--- src/rtl/ap_hs_txn_tracker.sv ---
// Transaction tracker for one ap_ctrl_hs handshake: pairs accepted starts with dones
// and emits {start_ts, latency, interval, seq} records through a FWFT valid/ready FIFO.
module ap_hs_txn_tracker #(
    parameter int unsigned TS_W   = 32,
    parameter int unsigned QDEPTH = 4,
    parameter int unsigned RDEPTH = 8
) (
    input  logic              clock,
    input  logic              reset,
    input  logic              ap_start,
    input  logic              ap_ready,
    input  logic              ap_done,
    input  logic              ap_continue,
    input  logic              finish,
    output logic              rec_valid,
    input  logic              rec_ready,
    output logic [TS_W-1:0]   rec_start_ts,
    output logic [TS_W-1:0]   rec_latency,
    output logic [TS_W-1:0]   rec_interval,
    output logic [15:0]       rec_seq,
    output logic [15:0]       drop_cnt,
    output logic              err_start_ovf,
    output logic              err_orphan_done,
    output logic              quiesced
);

    localparam int unsigned QAW = $clog2(QDEPTH);
    localparam int unsigned RAW = $clog2(RDEPTH);
    localparam int unsigned QCW = QAW + 1;
    localparam int unsigned RCW = RAW + 1;

    typedef enum logic [1:0] {
        RUN   = 2'd0,
        DRAIN = 2'd1,
        DONE  = 2'd2
    } state_t;

    typedef struct packed {
        logic [TS_W-1:0] ts;
        logic [TS_W-1:0] lat;
        logic [TS_W-1:0] iv;
        logic [15:0]     seq;
    } rec_t;

    state_t          state;
    state_t          state_nxt;

    logic [TS_W-1:0] counter;
    logic [TS_W-1:0] prev_start;
    logic            have_prev;
    logic [15:0]     seq;

    logic [TS_W-1:0] q_ts [QDEPTH];
    logic [TS_W-1:0] q_iv [QDEPTH];
    logic [QAW-1:0]  q_wr;
    logic [QAW-1:0]  q_rd;
    logic [QCW-1:0]  q_cnt;
    logic [QCW-1:0]  q_cnt_nxt;

    rec_t            r_mem [RDEPTH];
    logic [RAW-1:0]  r_wr;
    logic [RAW-1:0]  r_rd;
    logic [RCW-1:0]  r_cnt;
    logic [RCW-1:0]  r_cnt_nxt;

    logic            start_acc;
    logic            done_ev;
    logic            q_empty;
    logic            q_full;
    logic [TS_W-1:0] cur_iv;
    logic            q_push;
    logic            q_pop;
    logic            start_rec;
    logic            orphan;
    logic            ovf;
    logic            gen;
    rec_t            gen_rec;
    logic            r_full;
    logic            r_push;
    logic            r_pop;
    logic            drop;
    logic            drained;

    // Handshake decode: decide queue push/pop and whether a record is produced.
    always_comb begin
        start_acc    = ap_start & ap_ready & (state == RUN);
        done_ev      = ap_done & ap_continue & (state != DONE);
        q_empty      = (q_cnt == '0);
        q_full       = (q_cnt == QCW'(QDEPTH));
        cur_iv       = have_prev ? (counter - prev_start) : '0;
        q_push       = 1'b0;
        q_pop        = 1'b0;
        start_rec    = 1'b0;
        orphan       = 1'b0;
        ovf          = 1'b0;
        gen          = 1'b0;
        gen_rec      = '0;
        gen_rec.seq  = seq;
        if (done_ev) begin
            if (!q_empty) begin
                q_pop       = 1'b1;
                gen         = 1'b1;
                gen_rec.ts  = q_ts[q_rd];
                gen_rec.lat = counter - q_ts[q_rd];
                gen_rec.iv  = q_iv[q_rd];
                // The pop frees a slot, so a same-cycle start always fits.
                if (start_acc) begin
                    q_push    = 1'b1;
                    start_rec = 1'b1;
                end
            end else if (start_acc) begin
                gen         = 1'b1;
                start_rec   = 1'b1;
                gen_rec.ts  = counter;
                gen_rec.lat = '0;
                gen_rec.iv  = cur_iv;
            end else begin
                orphan = 1'b1;
            end
        end else if (start_acc) begin
            if (q_full) begin
                ovf = 1'b1;
            end else begin
                q_push    = 1'b1;
                start_rec = 1'b1;
            end
        end
    end

    always_comb begin
        r_pop     = rec_valid & rec_ready;
        r_full    = (r_cnt == RCW'(RDEPTH));
        r_push    = gen & (~r_full | r_pop);
        drop      = gen & r_full & ~r_pop;
        q_cnt_nxt = q_cnt + QCW'(q_push) - QCW'(q_pop);
        r_cnt_nxt = r_cnt + RCW'(r_push) - RCW'(r_pop);
        drained   = (q_cnt_nxt == '0) && (r_cnt_nxt == '0);
    end

    always_ff @(posedge clock or negedge reset) begin
        if (!reset) begin
            state <= RUN;
        end else begin
            state <= state_nxt;
        end
    end

    // Emptiness is judged after this cycle's traffic so quiesced rises one cycle after the last pop.
    always_comb begin
        state_nxt = state;
        case (state)
            RUN:     if (finish) state_nxt = drained ? DONE : DRAIN;
            DRAIN:   if (drained) state_nxt = DONE;
            DONE:    state_nxt = DONE;
            default: state_nxt = RUN;
        endcase
    end

    always_comb begin
        quiesced     = (state == DONE);
        rec_valid    = (r_cnt != '0) && (state != DONE);
        rec_start_ts = '0;
        rec_latency  = '0;
        rec_interval = '0;
        rec_seq      = '0;
        if (rec_valid) begin
            rec_start_ts = r_mem[r_rd].ts;
            rec_latency  = r_mem[r_rd].lat;
            rec_interval = r_mem[r_rd].iv;
            rec_seq      = r_mem[r_rd].seq;
        end
    end

    always_ff @(posedge clock or negedge reset) begin
        if (!reset) begin
            counter         <= '0;
            prev_start      <= '0;
            have_prev       <= 1'b0;
            seq             <= '0;
            q_wr            <= '0;
            q_rd            <= '0;
            q_cnt           <= '0;
            r_wr            <= '0;
            r_rd            <= '0;
            r_cnt           <= '0;
            drop_cnt        <= '0;
            err_start_ovf   <= 1'b0;
            err_orphan_done <= 1'b0;
        end else begin
            counter <= counter + 1'b1;
            if (start_rec) begin
                prev_start <= counter;
                have_prev  <= 1'b1;
            end
            if (gen) seq <= seq + 1'b1;
            if (q_push) q_wr <= q_wr + 1'b1;
            if (q_pop) q_rd <= q_rd + 1'b1;
            q_cnt <= q_cnt_nxt;
            if (r_push) r_wr <= r_wr + 1'b1;
            if (r_pop) r_rd <= r_rd + 1'b1;
            r_cnt <= r_cnt_nxt;
            if (drop && (drop_cnt != '1)) drop_cnt <= drop_cnt + 1'b1;
            if (ovf) err_start_ovf <= 1'b1;
            if (orphan) err_orphan_done <= 1'b1;
        end
    end

    always_ff @(posedge clock) begin
        if (q_push) begin
            q_ts[q_wr] <= counter;
            q_iv[q_wr] <= cur_iv;
        end
        if (r_push) r_mem[r_wr] <= gen_rec;
    end

endmodule

--- config.mk ---
export PLATFORM = sky130hd
export DESIGN_NAME = ap_hs_txn_tracker
export DESIGN_NICKNAME = d
export VERILOG_FILES = /design/src/rtl/ap_hs_txn_tracker.sv
export SDC_FILE = /design/constraint.sdc
export NUM_CORES = 2
export LEC_CHECK = 0
export ABC_AREA = 1
export BUFFER_PORTS_ARGS = -buffer_cell sky130_fd_sc_hd__clkbuf_2
export CAP_MARGIN = 20
export CORE_MARGIN = 3
export CORE_UTILIZATION = 25
export DETAILED_ROUTE_END_ITERATION = 10
export PLACE_DENSITY_LB_ADDON = 0.2
export SKIP_CTS_REPAIR_TIMING = 1
export SLEW_MARGIN = 15
export SYNTH_ARGS = -nofsm -noshare
export SYNTH_HDL_FRONTEND = slang
export SYNTH_SLANG_ARGS = --single-unit
--- constraint.sdc ---
create_clock -name clock -period 11.44 [get_ports clock]
set_input_delay 1.144 -clock clock [delete_from_list [all_inputs] [get_ports clock]]
set_output_delay 1.144 -clock clock [all_outputs]
set_load 0.02 [all_outputs]
==> flow_summary.toml <==
[sta]
finalWorstSetupSlack_ns = 5.582
tightestPinTransition_ns = 1.169
fin_setup_tns_ns = 0
slew_viol_final = 0
fin_crit_ns = 5.858
grt_setup_unrepaired = "false"
setup_viol = 0
fin_skew_ns = 0.02481
hold_viol = 0
post-route-period-util = 0.5121
max_slew_margin = 0.2209
timing.fmax_mhz = 170.7

[pwr]
p_clk_frac = 0.272
p_leak_uw = 0.02252
p_comb_frac = 0.364
power.density_mw_per_mm2 = 259.2
p_sw_frac = 0.3962
intPower_uw = 9908
p_seq_frac = 0.364
switchingPower_uw = 6501
ir_drop_v = 0.0002278

[placed_design]
postPlaceCellArea_sq_mm = 0.05876
place.gp.congestion = 0.8670
dp_cells = 7658
post-place-ws_ns = 6.432
dp_hpwl_um = 92460
placement.io_buffers = 139

[die]
core-area_sq_mm = 0.2178
die-area_sq_mm = 0.2254
start_util = 0.2522
fp.dieH_um = 474.8
rows = 171
fp.dieW_um = 474.8
io_pins = 140

[finish]
drive_above_1_share = 0.09783
instances_no_fill = 7916
mostFrequentLayoutCell = "edfxtp_1"
fin_nets = 5044
fin_util = 0.2907
final_cell_area_sq_mm = 0.06331
syn_to_final_growth_pct = 15.25
layout_common_cells = "1152 x edfxtp_1, 964 x nor2_1, 721 x o21ai_0"

[synth]
ys_types = 52
synth_area_sq_mm = 0.05494
yosys.area.top_type = "edfxtp_1"
synth_cells = 4856
asyncSetResetFlopFracSynth = 0.09291
synth.avg_cell_area_sq_um = 11.31
yosys_warnings = 0
yosysSeqAreaShare = 0.6834
synth_edf_count = 1152
synth_ff_type = "edfxtp_1"
synth_area_leaders = "edfxtp_1 63%, nor2_1 6.7%, o21ai_0 6.6%"
syn-num-nets = 4950
synth_seq_cells = 1270
synth_top_cell_area_share = 0.6297

[critical_path]
worstSetupPathType = "reg -> out"
worstPathCellList = "clkinv_8 -> buf_12 -> o21ai_0 -> o22ai_1 -> o21ai_0 -> a31oi_1 -> clkbuf_2"
slowest_delay_ns = 1.01
cp_num_buf_inv = 3
slowest_stage = "dfrtp_4"
end_kind = "primary output"
cp.required_ns = 10.30
crit_path_frequent_cell = "o21ai_0"
cp_top_family = "buffers and inverters"
crit_arrival_ns = 4.71
crit_path_max_fanout = 181
startpoint_type = "flip-flop"

[global_routing]
first_global_vias = 36024
grt_pass1_wl_um = 239100
grt_usage = 0.1409
antenna_found_initial = 2
grt_max_degree = 182
overflow = 0

[routing]
dr.pass1.iters = 5
wire_per_inst_um = 20.30
num_vias = 36454
wl_um = 160700
drtIter0Drc = 2389
ant_nets = 0
drc = 0
viasPerCell = 4.605

[run_status]
status = "finished, final reports clean"

[cts]
cts_buffer_depth = 3
cts_buffers = 142
tritoncts = "built"
clk_pin_slew_ns = 0.06
clock_sinks = 1270
h-tree-depth = 4
clock_latency_ns = 0.77
cts_root_buffer = "clkbuf_16"

[hold_path]
min_path_type = "in -> async"

[run]
maxCapViolations = 0
==> worst register-to-register path, stage by stage (launching register included) <==
cell and delay (ns):
dfrtp_4 0.74, inv_6 0.45, buf_4 0.63, o21ai_0 0.19, o22ai_1 0.21, ha_1 0.19
inv_1 0.07, fa_1 0.40, nand2_1 0.09, nand2_1 0.05, o21ai_0 0.15, o21ai_1 0.20
nand2_1 0.09, nand2_1 0.13, a21oi_1 0.20, nor2_1 0.06, nor2_1 0.54
==> cell families (layout without fill, tap and decap cells) <==
family          after synthesis  in the layout  share of synthesized area
compound gates             1214           1214                     0.1209
buf+inv                     590            794                    0.04355
other cells                   0              2                          0
xor+xnor                     71             71                    0.01132
fa+ha+maj                    86             86                    0.02013
mux                           3              3                  0.0006149
simple gates               1622           1622                     0.1200
flops                      1270           1270                     0.6834
==> sequential cells by signal, indices dropped and copies added (netlist names) <==
| name | cells |
|---|---|
| r_mem | 896 |
| q_iv | 128 |
| q_ts | 128 |
| counter | 32 |
| prev_start | 32 |
| drop_cnt | 16 |
| seq | 16 |
| r_cnt | 4 |
| q_cnt | 3 |
| r_rd | 3 |
| r_wr | 3 |
| q_rd | 2 |
| q_wr | 2 |
| state | 2 |
| err_orphan_done | 1 |
| err_start_ovf | 1 |
| have_prev | 1 |
==> synthesized netlist by cell type, types with 3 or more instances <==
cell and number:
edfxtp_1 1152, nor2_1 976, o21ai_0 722, nand2_1 468, inv_1 325, o22ai_1 174, clkbuf_1 136, dfrtp_1 118
a31oi_1 116, a21oi_1 100, buf_2 87, ha_1 82, nand3_1 77, xor2_1 56, o21ai_1 50, o221ai_1 23
nor3_1 21, buf_1 18, xnor2_1 15, nand4_1 13, nand3b_1 11, buf_4 10, inv_2 9, o221a_2 9
a211oi_1 7, nand2_2 6, nor2_4 6, nor4_1 6, o21bai_1 6, or2_2 6, nand2_4 5, nand3_2 5
nor3_4 5, fa_1 4, and2_1 3, mux2_2 3, nor2_2 3, nor3_2 3
==> power groups by stage <==
| stage | combinational [uW] | sequential, uW | clock [uW] |
|---|---|---|---|
| 6_report | 5980 | 5960 | 4460 |
| 3_5_place_dp | 6140 | 6060 | 0 |
| 3_3_place_gp | 6130 | 6060 | 0 |
| 5_1_grt | 6690 | 6010 | 4790 |
| 2_1_floorplan | 3970 | 5960 | 0 |
| 4_1_cts | 6160 | 5970 | 4610 |
==> final cells by class <==
class                   instances  area, sq um
repair buffers                204         1232
flip-flops and latches       1270        37560
fillers                     22464       154500
well taps                    2854         3571
diodes                          2        5.005
clock buffers                 188         3870
multi-input cells            2996        15110
inverters                     336         1297
clock inverters                66        670.6
==> final timing paths <==
path,startpoint,end,slack (ns),cells past startpoint
min reg2reg,err_start_ovf,err_start_ovf,0.47,1
max,r_rd[0],rec_interval[0],5.58,7
max reg2reg,q_rd[0],r_mem[1][66],6.74,16
min in group clock,err_start_ovf,err_start_ovf,0.47,1
min,reset,drop_cnt[1],0.42,1
max in group asynchronous,reset,q_rd[1],9.61,2
==> metal layers <==
| metal | global-route usage | up-vias | wire length [um] | share of wire |
|---|---|---|---|---|
| li1 | - | 17376 | - | - |
| met3 | 0.02295 | 144 | 5938 | 0.037 |
| met5 | 0 | - | 13 | 0.000081 |
| met2 | 0.2394 | 603 | 78660 | 0.49 |
| met1 | 0.1883 | 18329 | 73710 | 0.46 |
| met4 | 0.03093 | 2 | 2374 | 0.015 |
==> per-stage QoR <==
step           hold WS [ns]  power [uW]
2_1_floorplan        0.4530        9929
3_3_place_gp         0.4561       12190
3_5_place_dp         0.4585       12210
4_1_cts              0.3573       16740
5_1_grt              0.3995       17490
6_report             0.4168       16410
Note: power is estimated with default switching activity, not from simulation.
